$ cat config.mk
export PLATFORM = sky130hd
export DESIGN_NAME = clause_ctrl
export DESIGN_NICKNAME = d
export VERILOG_FILES = /design/src/rtl/tm_pkg.sv /design/src/rtl/tm_lfsr16.sv /design/src/rtl/clause_ctrl.sv
export SDC_FILE = /design/constraint.sdc
export NUM_CORES = 1
export LEC_CHECK = 0
export BUFFER_PORTS_ARGS = -buffer_cell sky130_fd_sc_hd__buf_2
export CAP_MARGIN = 15
export CELL_PAD_IN_SITES_DETAIL_PLACEMENT = 1
export CELL_PAD_IN_SITES_GLOBAL_PLACEMENT = 2
export CORE_MARGIN = 4
export CORE_UTILIZATION = 29
export CTS_CLUSTER_DIAMETER = 50
export DETAILED_ROUTE_END_ITERATION = 8
export PLACE_DENSITY_LB_ADDON = 0.1
export SYNTH_ARGS = -nofsm -noshare
export SYNTH_HDL_FRONTEND = slang
export SYNTH_SLANG_ARGS = --single-unit
$ cat constraint.sdc
create_clock -name clk -period 2.45 [get_ports clk]
set_input_delay 0.49 -clock clk [delete_from_list [all_inputs] [get_ports clk]]
set_output_delay 0.49 -clock clk [all_outputs]
set_load 0.02 [all_outputs]
$ cat src/rtl/tm_pkg.sv
// tm_pkg: definitions shared by the Tsetlin machine clause sequencer and the
// clause-voting logic.
//   state_e            : clause sequencer states
//   FB_NONE/TYPE1/TYPE2: encodings of the feedback_sel request
//   LFSR_WIDTH/TAPS    : 16-bit Fibonacci LFSR, polynomial x^16+x^14+x^13+x^11+1
//   DEFAULT_LFSR_SEED  : default (nonzero) LFSR reset value
//   lfsr_next()        : one LFSR step
package tm_pkg;

    typedef enum logic [2:0] {
        ST_IDLE     = 3'd0,
        ST_EVAL     = 3'd1,
        ST_RESULT   = 3'd2,
        ST_FEEDBACK = 3'd3,
        ST_DONE     = 3'd4
    } state_e;

    localparam logic [1:0] FB_NONE  = 2'b00;
    localparam logic [1:0] FB_TYPE1 = 2'b01;
    localparam logic [1:0] FB_TYPE2 = 2'b10;

    localparam int LFSR_WIDTH = 16;

    // The register shifts toward bit 0, so taps 16,14,13,11 of the
    // polynomial land on register bits 0,2,3,5.
    localparam logic [LFSR_WIDTH-1:0] LFSR_TAPS         = 16'h002D;
    localparam logic [LFSR_WIDTH-1:0] DEFAULT_LFSR_SEED = 16'hACE1;

    function automatic logic [LFSR_WIDTH-1:0] lfsr_next(input logic [LFSR_WIDTH-1:0] s);
        return {^(s & LFSR_TAPS), s[LFSR_WIDTH-1:1]};
    endfunction

endpackage

$ cat src/rtl/tm_lfsr16.sv
// tm_lfsr16: free-running 16-bit Fibonacci LFSR, advancing every clock.
// Ports:
//   clk  in   clock, rising edge
//   rst  in   synchronous active-low reset, loads SEED
//   out  out  [15:0] current LFSR state
// SEED must be nonzero, otherwise the register locks up at zero.
module tm_lfsr16
    import tm_pkg::*;
#(
    parameter logic [LFSR_WIDTH-1:0] SEED = DEFAULT_LFSR_SEED
) (
    input  logic                  clk,
    input  logic                  rst,
    output logic [LFSR_WIDTH-1:0] out
);

    always_ff @(posedge clk) begin
        if (!rst) begin
            out <= SEED;
        end else begin
            out <= lfsr_next(out);
        end
    end

endmodule

$ cat src/rtl/clause_ctrl.sv
// clause_ctrl: sequences one clause's bank of 2*N_LIT Tsetlin automata through
// an inference phase and, when training, a feedback phase.
// Ports:
//   clk, rst (sync, active-low)
//   start, train, feedback_sel[1:0], literals[N_LIT-1:0]  request (latched at start)
//   ta_enable[N_TA-1:0], ta_training_sel, ta_literal[N_TA-1:0],
//   ta_type_feedback, ta_clause_result, ta_rand           to the automata
//   ta_done[N_TA-1:0], ta_result[N_TA-1:0]                from the automata
//   busy, valid, clause_out, timeout_err                  status / result
// Optional feature: define CLAUSE_CTRL_TIMEOUT_EN to bound the EVAL and
// FEEDBACK waits to TIMEOUT cycles; otherwise they wait indefinitely and
// timeout_err is tied low.
module clause_ctrl
    import tm_pkg::*;
#(
    parameter int                    N_LIT     = 8,
    parameter int                    TIMEOUT   = 16,
    parameter logic [LFSR_WIDTH-1:0] LFSR_SEED = DEFAULT_LFSR_SEED,
    parameter int                    N_TA      = 2 * N_LIT
) (
    input  logic             clk,
    input  logic             rst,
    input  logic             start,
    input  logic             train,
    input  logic [1:0]       feedback_sel,
    input  logic [N_LIT-1:0] literals,
    output logic [N_TA-1:0]  ta_enable,
    output logic             ta_training_sel,
    output logic [N_TA-1:0]  ta_literal,
    output logic             ta_type_feedback,
    output logic             ta_clause_result,
    output logic             ta_rand,
    input  logic [N_TA-1:0]  ta_done,
    input  logic [N_TA-1:0]  ta_result,
    output logic             busy,
    output logic             valid,
    output logic             clause_out,
    output logic             timeout_err
);

    state_e                state_reg, state_next;
    logic [N_LIT-1:0]      lit_q;
    logic                  train_q;
    logic [1:0]            fb_q;
    logic [N_TA-1:0]       inc_q;
    logic                  clause_q;
    logic [N_TA-1:0]       lit_full;
    logic [N_TA-1:0]       term;
    logic                  clause_val;
    logic                  all_done;
    logic                  waiting;
    logic                  fb_go;
    logic                  wait_hit;
    logic                  timeout_fire;
    logic [LFSR_WIDTH-1:0] lfsr_q;
    logic                  unused_lfsr;

    assign lit_full = {~lit_q, lit_q};
    assign all_done = &ta_done;
    assign waiting  = (state_reg == ST_EVAL) || (state_reg == ST_FEEDBACK);
    assign fb_go    = train_q && ((fb_q == FB_TYPE1) || (fb_q == FB_TYPE2));

    // A literal only constrains the clause when its automaton votes include.
    generate
        for (genvar gi = 0; gi < N_TA; gi++) begin : g_term
            assign term[gi] = ~inc_q[gi] | lit_full[gi];
        end
    endgenerate

    // An empty clause fires during training so it can collect feedback,
    // but never contributes a vote at inference time.
    assign clause_val = (inc_q == '0) ? train_q : &term;

`ifdef CLAUSE_CTRL_TIMEOUT_EN
    localparam logic [7:0] WAIT_LIMIT = 8'(TIMEOUT - 1);

    logic [7:0] wait_cnt_reg;
    logic       timeout_err_reg;

    assign wait_hit = (wait_cnt_reg == WAIT_LIMIT);

    // Restarts on every state change, so entering EVAL or FEEDBACK begins at 0.
    always_ff @(posedge clk) begin
        if (!rst) begin
            wait_cnt_reg    <= '0;
            timeout_err_reg <= 1'b0;
        end else begin
            if (state_next != state_reg) begin
                wait_cnt_reg <= '0;
            end else if (waiting) begin
                wait_cnt_reg <= wait_cnt_reg + 8'd1;
            end
            if (timeout_fire) begin
                timeout_err_reg <= 1'b1;
            end
        end
    end

    assign timeout_err = timeout_err_reg;
`else
    logic [31:0] unused_timeout;
    assign unused_timeout = TIMEOUT;
    assign wait_hit       = 1'b0;
    assign timeout_err    = 1'b0;
`endif

    // A completing handshake wins over a timeout in the same cycle.
    assign timeout_fire = waiting && !all_done && wait_hit;

    always_comb begin
        state_next = state_reg;
        unique case (state_reg)
            ST_IDLE:     if (start) state_next = ST_EVAL;
            ST_EVAL: begin
                if (all_done)          state_next = ST_RESULT;
                else if (timeout_fire) state_next = ST_DONE;
            end
            ST_RESULT:   state_next = fb_go ? ST_FEEDBACK : ST_DONE;
            ST_FEEDBACK: if (all_done || timeout_fire) state_next = ST_DONE;
            ST_DONE:     state_next = ST_IDLE;
            default:     state_next = ST_IDLE;
        endcase
    end

    always_ff @(posedge clk) begin
        if (!rst) begin
            state_reg <= ST_IDLE;
            lit_q     <= '0;
            train_q   <= 1'b0;
            fb_q      <= FB_NONE;
            inc_q     <= '0;
            clause_q  <= 1'b0;
        end else begin
            state_reg <= state_next;
            if (state_reg == ST_IDLE && start) begin
                lit_q   <= literals;
                train_q <= train;
                fb_q    <= feedback_sel;
            end
            if (state_reg == ST_EVAL && all_done) begin
                inc_q <= ta_result;
            end
            if (state_reg == ST_RESULT) begin
                clause_q <= clause_val;
            end else if (timeout_fire) begin
                clause_q <= 1'b0;
            end
        end
    end

    tm_lfsr16 #(
        .SEED (LFSR_SEED)
    ) u_lfsr (
        .clk (clk),
        .rst (rst),
        .out (lfsr_q)
    );

    assign unused_lfsr = ^lfsr_q[LFSR_WIDTH-1:1];

    assign busy             = (state_reg != ST_IDLE);
    assign valid            = (state_reg == ST_DONE);
    assign ta_enable        = {N_TA{waiting}};
    assign ta_training_sel  = (state_reg == ST_FEEDBACK);
    // Literals are only presented while a request is in flight.
    assign ta_literal       = busy ? lit_full : '0;
    assign ta_type_feedback = fb_q[1];
    assign ta_clause_result = clause_q;
    assign clause_out       = clause_q;
    assign ta_rand          = lfsr_q[0];

endmodule

* After elaboration in Yosys (flattened, before gate mapping)
Cells that the tools add are included.
** Storage, ports and cells
- Word-level logic and storage cells :: 68
- Bits in registers :: 47
- Output and inout port bits :: 40
- Input port bits :: 46
** Cells by class
- Mux-type cells :: 7
- Equality and inequality tests :: 9
- Bitwise gates (word level) :: 33
- Reductions and logical operators :: 12
** Operator list (count)
- AND reduction 16 bit :: 2
- zero test 16 bit :: 1
- 2-to-1 mux 16 bit :: 1
- inverter 1 bit :: 16
- bitwise OR 1 bit :: 16
- XOR reduction 16 bit :: 1
- 2-to-1 mux 3 bit :: 4
- case mux 3 bit (4 select lines) :: 1
- inverter 8 bit :: 1
- == test 3 x 2 -> 1 bit, second input constant :: 2
- inequality test 2 bit, second input constant :: 2
- == test 3 x 1 -> 1 bit, second input constant :: 1
- == test 3 bit, second input constant :: 1
- logical AND 1 bit :: 3
- zero test 3 bit :: 1
- AND reduction 3 bit :: 1
- nonzero test 3 bit :: 1
- == test 2 x 1 -> 1 bit, second input constant :: 1
- == test 2 bit, second input constant :: 1
- logical OR 1 bit :: 2
- inequality test 2 x 1 -> 1 bit, second input constant :: 1
- 2-to-1 mux 1 bit :: 1

* Longest topological paths before layout
- Depth after elaboration :: 5
- Depth in mapped cells :: 7
- Mapped depth without buffers :: 4

* Modules after synthesis
A second synthesis with hierarchy kept.
** Second synthesis, totals
- Cell total of the unflattened synthesis :: 246
- Area total of the unflattened synthesis :: 2148.3 um2
** Modules (own cells, without submodules)
- clause_ctrl :: area an instance 1695.4 um2, cells each 210, instances 1, seq. area each 620.6 um2
- tm_lfsr16 :: area an instance 452.9 um2, cells each 36, instances 1, seq. area each 320.3 um2

* Worst setup path before layout
No wires, ideal clock.
- Path type :: input -> register
- Start point :: input port ta_done[6]
- End point :: register inc_q[0]
- Stages :: 6
- Arrival :: 1780 ps
- Required time :: 2378 ps
- Path buffers :: 2
- Library setup time :: 72 ps
- Path slack :: 598 ps
- Cell sequence :: nand4_1 > or4_4 > nor3b_2 > buf_6 > buf_12 > mux2i_1
** On the way
- Longest elaborated chain between the ends :: 2
** Ends and longest elaborated chain
- start: declaration :: RTL line clause_ctrl.sv:33 : input logic [N_TA-1:0] ta_done,
- AND reduction 16 bit :: RTL line clause_ctrl.sv:59 : assign all_done = &ta_done;
- logical AND 1 bit :: RTL line clause_ctrl.sv:140 : if (state_reg == ST_EVAL && all_done) begin
- end signal: assignment :: RTL line clause_ctrl.sv:141 : inc_q <= ta_result;
- end: declaration :: RTL line clause_ctrl.sv:45 : logic [N_TA-1:0] inc_q;
No other way between the ends.
A chain may end at the register's enable or synchronous reset.

* Worst setup path after layout
- Start point :: register state_reg[0]
- End point :: output port ta_literal[1]
** On the way
- Longest elaborated chain between the ends :: 2
** Ends and longest elaborated chain
- start: declaration :: RTL line clause_ctrl.sv:41 : state_e state_reg, state_next;
- start signal: assignment :: RTL line clause_ctrl.sv:134 : state_reg <= state_next;
- nonzero test 3 bit :: RTL line clause_ctrl.sv:161 : assign busy = (state_reg != ST_IDLE);
- 2-to-1 mux 16 bit :: RTL line clause_ctrl.sv:166 : assign ta_literal = busy ? lit_full : '0;
- end: declaration :: RTL line clause_ctrl.sv:29 : output logic [N_TA-1:0] ta_literal,
No other way between the ends.

==> flow_results.xml <==
<?xml version="1.0" encoding="UTF-8"?>
<metrics>
  <group name="cts">
    <metric name="clk_pin_slew" unit="ns">0.09</metric>
    <metric name="cts_inserted_buffers" unit="">5</metric>
    <metric name="post_cts.repair.setup_buffers" unit="">0</metric>
    <metric name="clock_tree.buffer_depth" unit="">2</metric>
    <metric name="tritoncts" unit="">yes</metric>
    <metric name="cts_root_buffer" unit="">sky130_fd_sc_hd__clkbuf_8</metric>
    <metric name="insertion_delay" unit="ns">0.30</metric>
    <metric name="clkSinkCount" unit="">47</metric>
    <metric name="ctsHoldBuffers" unit="">0</metric>
    <metric name="cts-htree-levels" unit="">2</metric>
    <metric name="cts_repair_resize_count" unit="">0</metric>
  </group>
  <group name="floorplanning">
    <metric name="core.rowCount" unit="">31</metric>
    <metric name="die_height" unit="µm">94.5</metric>
    <metric name="die_w" unit="µm">94.5</metric>
    <metric name="initial_utilization" unit="">0.299</metric>
    <metric name="dieArea" unit="µm²">8920</metric>
    <metric name="top_level_ports" unit="">86</metric>
    <metric name="core_area" unit="µm²">7250</metric>
  </group>
  <group name="final_layout">
    <metric name="layout.nets" unit="">354</metric>
    <metric name="seq_area" unit="µm²">941</metric>
    <metric name="mostFrequentLayoutCell" unit="">sky130_fd_sc_hd__buf_2</metric>
    <metric name="largest_registers" unit="">inc_q (16), u_lfsr.out (16), lit_q (8)</metric>
    <metric name="area_growth" unit="%">19.6</metric>
    <metric name="antenna_cells" unit="">0</metric>
    <metric name="layout-drive-gt1-share" unit="">0.327</metric>
    <metric name="final_cell_area" unit="µm²">2590</metric>
    <metric name="commonest_cells_after_routing_fill_and_taps_aside" unit="">sky130_fd_sc_hd__buf_2, sky130_fd_sc_hd__nand2_1, sky130_fd_sc_hd__dfxtp_1, sky130_fd_sc_hd__mux2i_1, sky130_fd_sc_hd__and2_1</metric>
    <metric name="multiInputGateArea" unit="µm²">975</metric>
    <metric name="nFillCells" unit="">912</metric>
  </group>
  <group name="drt">
    <metric name="route.detailed.drc" unit="">0</metric>
    <metric name="wire_per_inst" unit="µm">13.7</metric>
    <metric name="routed_wl" unit="mm">5.61</metric>
    <metric name="vias" unit="">1778</metric>
    <metric name="vias_per_cell" unit="">4.36</metric>
    <metric name="final_antenna_net_count" unit="">0</metric>
    <metric name="initial_drt_markers" unit="">56</metric>
    <metric name="drt-pass1-iter-count" unit="">4</metric>
  </group>
  <group name="global_route">
    <metric name="grt_start_max_net_pins" unit="">34</metric>
    <metric name="first_global_vias" unit="">1820</metric>
    <metric name="globalRoute.totalOverflow" unit="">0</metric>
    <metric name="grt_pass1_wl" unit="mm">9.07</metric>
    <metric name="grt_use_total" unit="">0.130</metric>
    <metric name="use_met2" unit="">0.203</metric>
    <metric name="grt.met3_usage" unit="">0.0327</metric>
    <metric name="number_of_antenna_violations_at_the_first_check_in_global_routing" unit="">0</metric>
    <metric name="grt_use_met1" unit="">0.171</metric>
    <metric name="top_usage_layer" unit="">met2</metric>
  </group>
  <group name="timing">
    <metric name="final_max_slew_viol_count" unit="">0</metric>
    <metric name="final_critical_path_setup_slack" unit="ns">0.341</metric>
    <metric name="rsz0062_at_grt" unit="">no</metric>
    <metric name="period_needed" unit="ns">2.11</metric>
    <metric name="finClkSkew" unit="ns">0.00325</metric>
    <metric name="setup_tns" unit="ns">0</metric>
    <metric name="finalSetupViolations" unit="">0</metric>
    <metric name="max_clock_freq" unit="MHz">474</metric>
    <metric name="finalHoldViolations" unit="">0</metric>
    <metric name="finalCritPeriodShare" unit="">0.861</metric>
  </group>
  <group name="synth">
    <metric name="syn-mean-instance-area" unit="µm²">8.89</metric>
    <metric name="synth_warnings" unit="">0</metric>
    <metric name="dominantRegCellSynth" unit="">sky130_fd_sc_hd__dfxtp_1</metric>
    <metric name="synth_seq_cells" unit="">47</metric>
    <metric name="syn-instance-count" unit="">244</metric>
    <metric name="yosysUniqueCellTypes" unit="">32</metric>
    <metric name="synth_sequential_area_ratio" unit="">0.434</metric>
    <metric name="ys_async_sr_fraction" unit="">0</metric>
    <metric name="syn_nets" unit="">290</metric>
    <metric name="synth_edf_count" unit="">0</metric>
    <metric name="netlist_area_before_placement" unit="µm²">2170</metric>
  </group>
  <group name="outcome">
    <metric name="run_status" unit="">completed</metric>
  </group>
  <group name="critical_path">
    <metric name="cp-end-kind" unit="">output pin</metric>
    <metric name="critPathArrivalTime" unit="ns">1.62</metric>
    <metric name="required" unit="ns">1.96</metric>
    <metric name="worst-setup-path-type" unit="">reg2out</metric>
    <metric name="critical-path-slowest-cell" unit="">sky130_fd_sc_hd__dfxtp_1</metric>
    <metric name="setup.worst_path.start" unit="">state_reg[0]</metric>
    <metric name="crit_chain" unit="">nor3_1 &gt; buf_4 &gt; inv_1 &gt; and2_1 &gt; buf_2</metric>
    <metric name="crit_path_max_incr_delay" unit="ns">0.50</metric>
    <metric name="critical_path_source_type" unit="">flip-flop</metric>
    <metric name="r2r_start" unit="">state_reg[0]</metric>
    <metric name="worst_path_maximum_fanout" unit="">11</metric>
  </group>
  <group name="run">
    <metric name="drv_cap" unit="">0</metric>
  </group>
  <group name="min_path">
    <metric name="startpoint_of_the_lowest_slack_hold_path" unit="">u_lfsr.out[12]</metric>
    <metric name="worst_hold_path_type" unit="">reg2reg</metric>
  </group>
  <group name="power_and_ir_drop">
    <metric name="power.density_cell_area" unit="nW/µm²">594</metric>
    <metric name="power.leakage" unit="nW">1.15</metric>
    <metric name="largest_vdd_supply_drop" unit="µV">294</metric>
    <metric name="finalPower" unit="W">0.00154</metric>
  </group>
  <group name="place">
    <metric name="pre_cts_slack" unit="ns">0.371</metric>
    <metric name="io_buffer_count" unit="">84</metric>
    <metric name="gp_routability_congestion" unit="">0.689</metric>
    <metric name="placed_instance_area" unit="µm²">2500</metric>
    <metric name="dp.final_hpwl" unit="mm">4.33</metric>
  </group>
</metrics>
cell families after synthesis:
| group | share of synthesized area |
|---|---|
| AND/OR/NAND/NOR | 0.260 |
| multiplexers | 0.107 |
| flip-flops | 0.434 |
| XOR/XNOR | 0.0162 |
| buffers and inverters | 0.117 |
| other | 0.00173 |
| AO/OA/AOI/OAI | 0.0646 |
layer usage:
metal / routed length (µm) / up-vias
li1: - / 909
met1: 2700 / 817
met2: 2550 / 46
met3: 280 / 6
met4: 81 / 0
met5: 0 / -
worst max-delay path, delay by kind of cell (launching register included):
kind	cells	cell delay [ns]
simple gates	2	0.25
buf+inv	3	0.56
flops	1	0.50
cells in the mapped netlist (all sizes together) (3+ instances only):
cell,n,area [µm²]
a211oi,3,22.5
nand4,6,37.5
buf,21,178
inv,3,11.3
nand2,61,229
nor2,10,37.5
nand2b,7,43.8
dlymetal6s2s,3,37.5
a21boi,12,90.1
dfxtp,47,941
mux2i,21,210
and2,18,113
nor4,4,25.0
nor2b,3,18.8
clkbuf,7,26.3
report_power, final:
part           internal (W)  total (W)  switching, W  leakage [nW]
logic             0.0000948   0.000240      0.000145         0.722
clock network      0.000204   0.000484      0.000280        0.0408
registers          0.000794   0.000817     0.0000231         0.385
area by class of cell:
type,count,area share
multi-input combinational,163,0.376
sequential,47,0.363
timing repair buffer,88,0.174
tap,99,0.0478
clock buffer,5,0.0265
clock inverter,3,0.00917
inverter,3,0.00434
through the flow:
step                cells  utilization  hold WS [ns]
floorplan             244            -         0.386
global placement      400        0.345         0.387
detailed placement    400        0.345         0.396
CTS                   408        0.358         0.417
global route          408        0.358         0.421
finish                408        0.358         0.417
final timing paths:
path                            slack (ns)             end  cells past startpoint
worst max register to register        0.66       inc_q[13]                      4
worst max-delay path                  0.34   ta_literal[1]                      5
worst min register to register        0.42  u_lfsr.out[11]                      1
worst min-delay path                  0.42  u_lfsr.out[11]                      1
No activity file was read; power rests on OpenSTA's default activity.
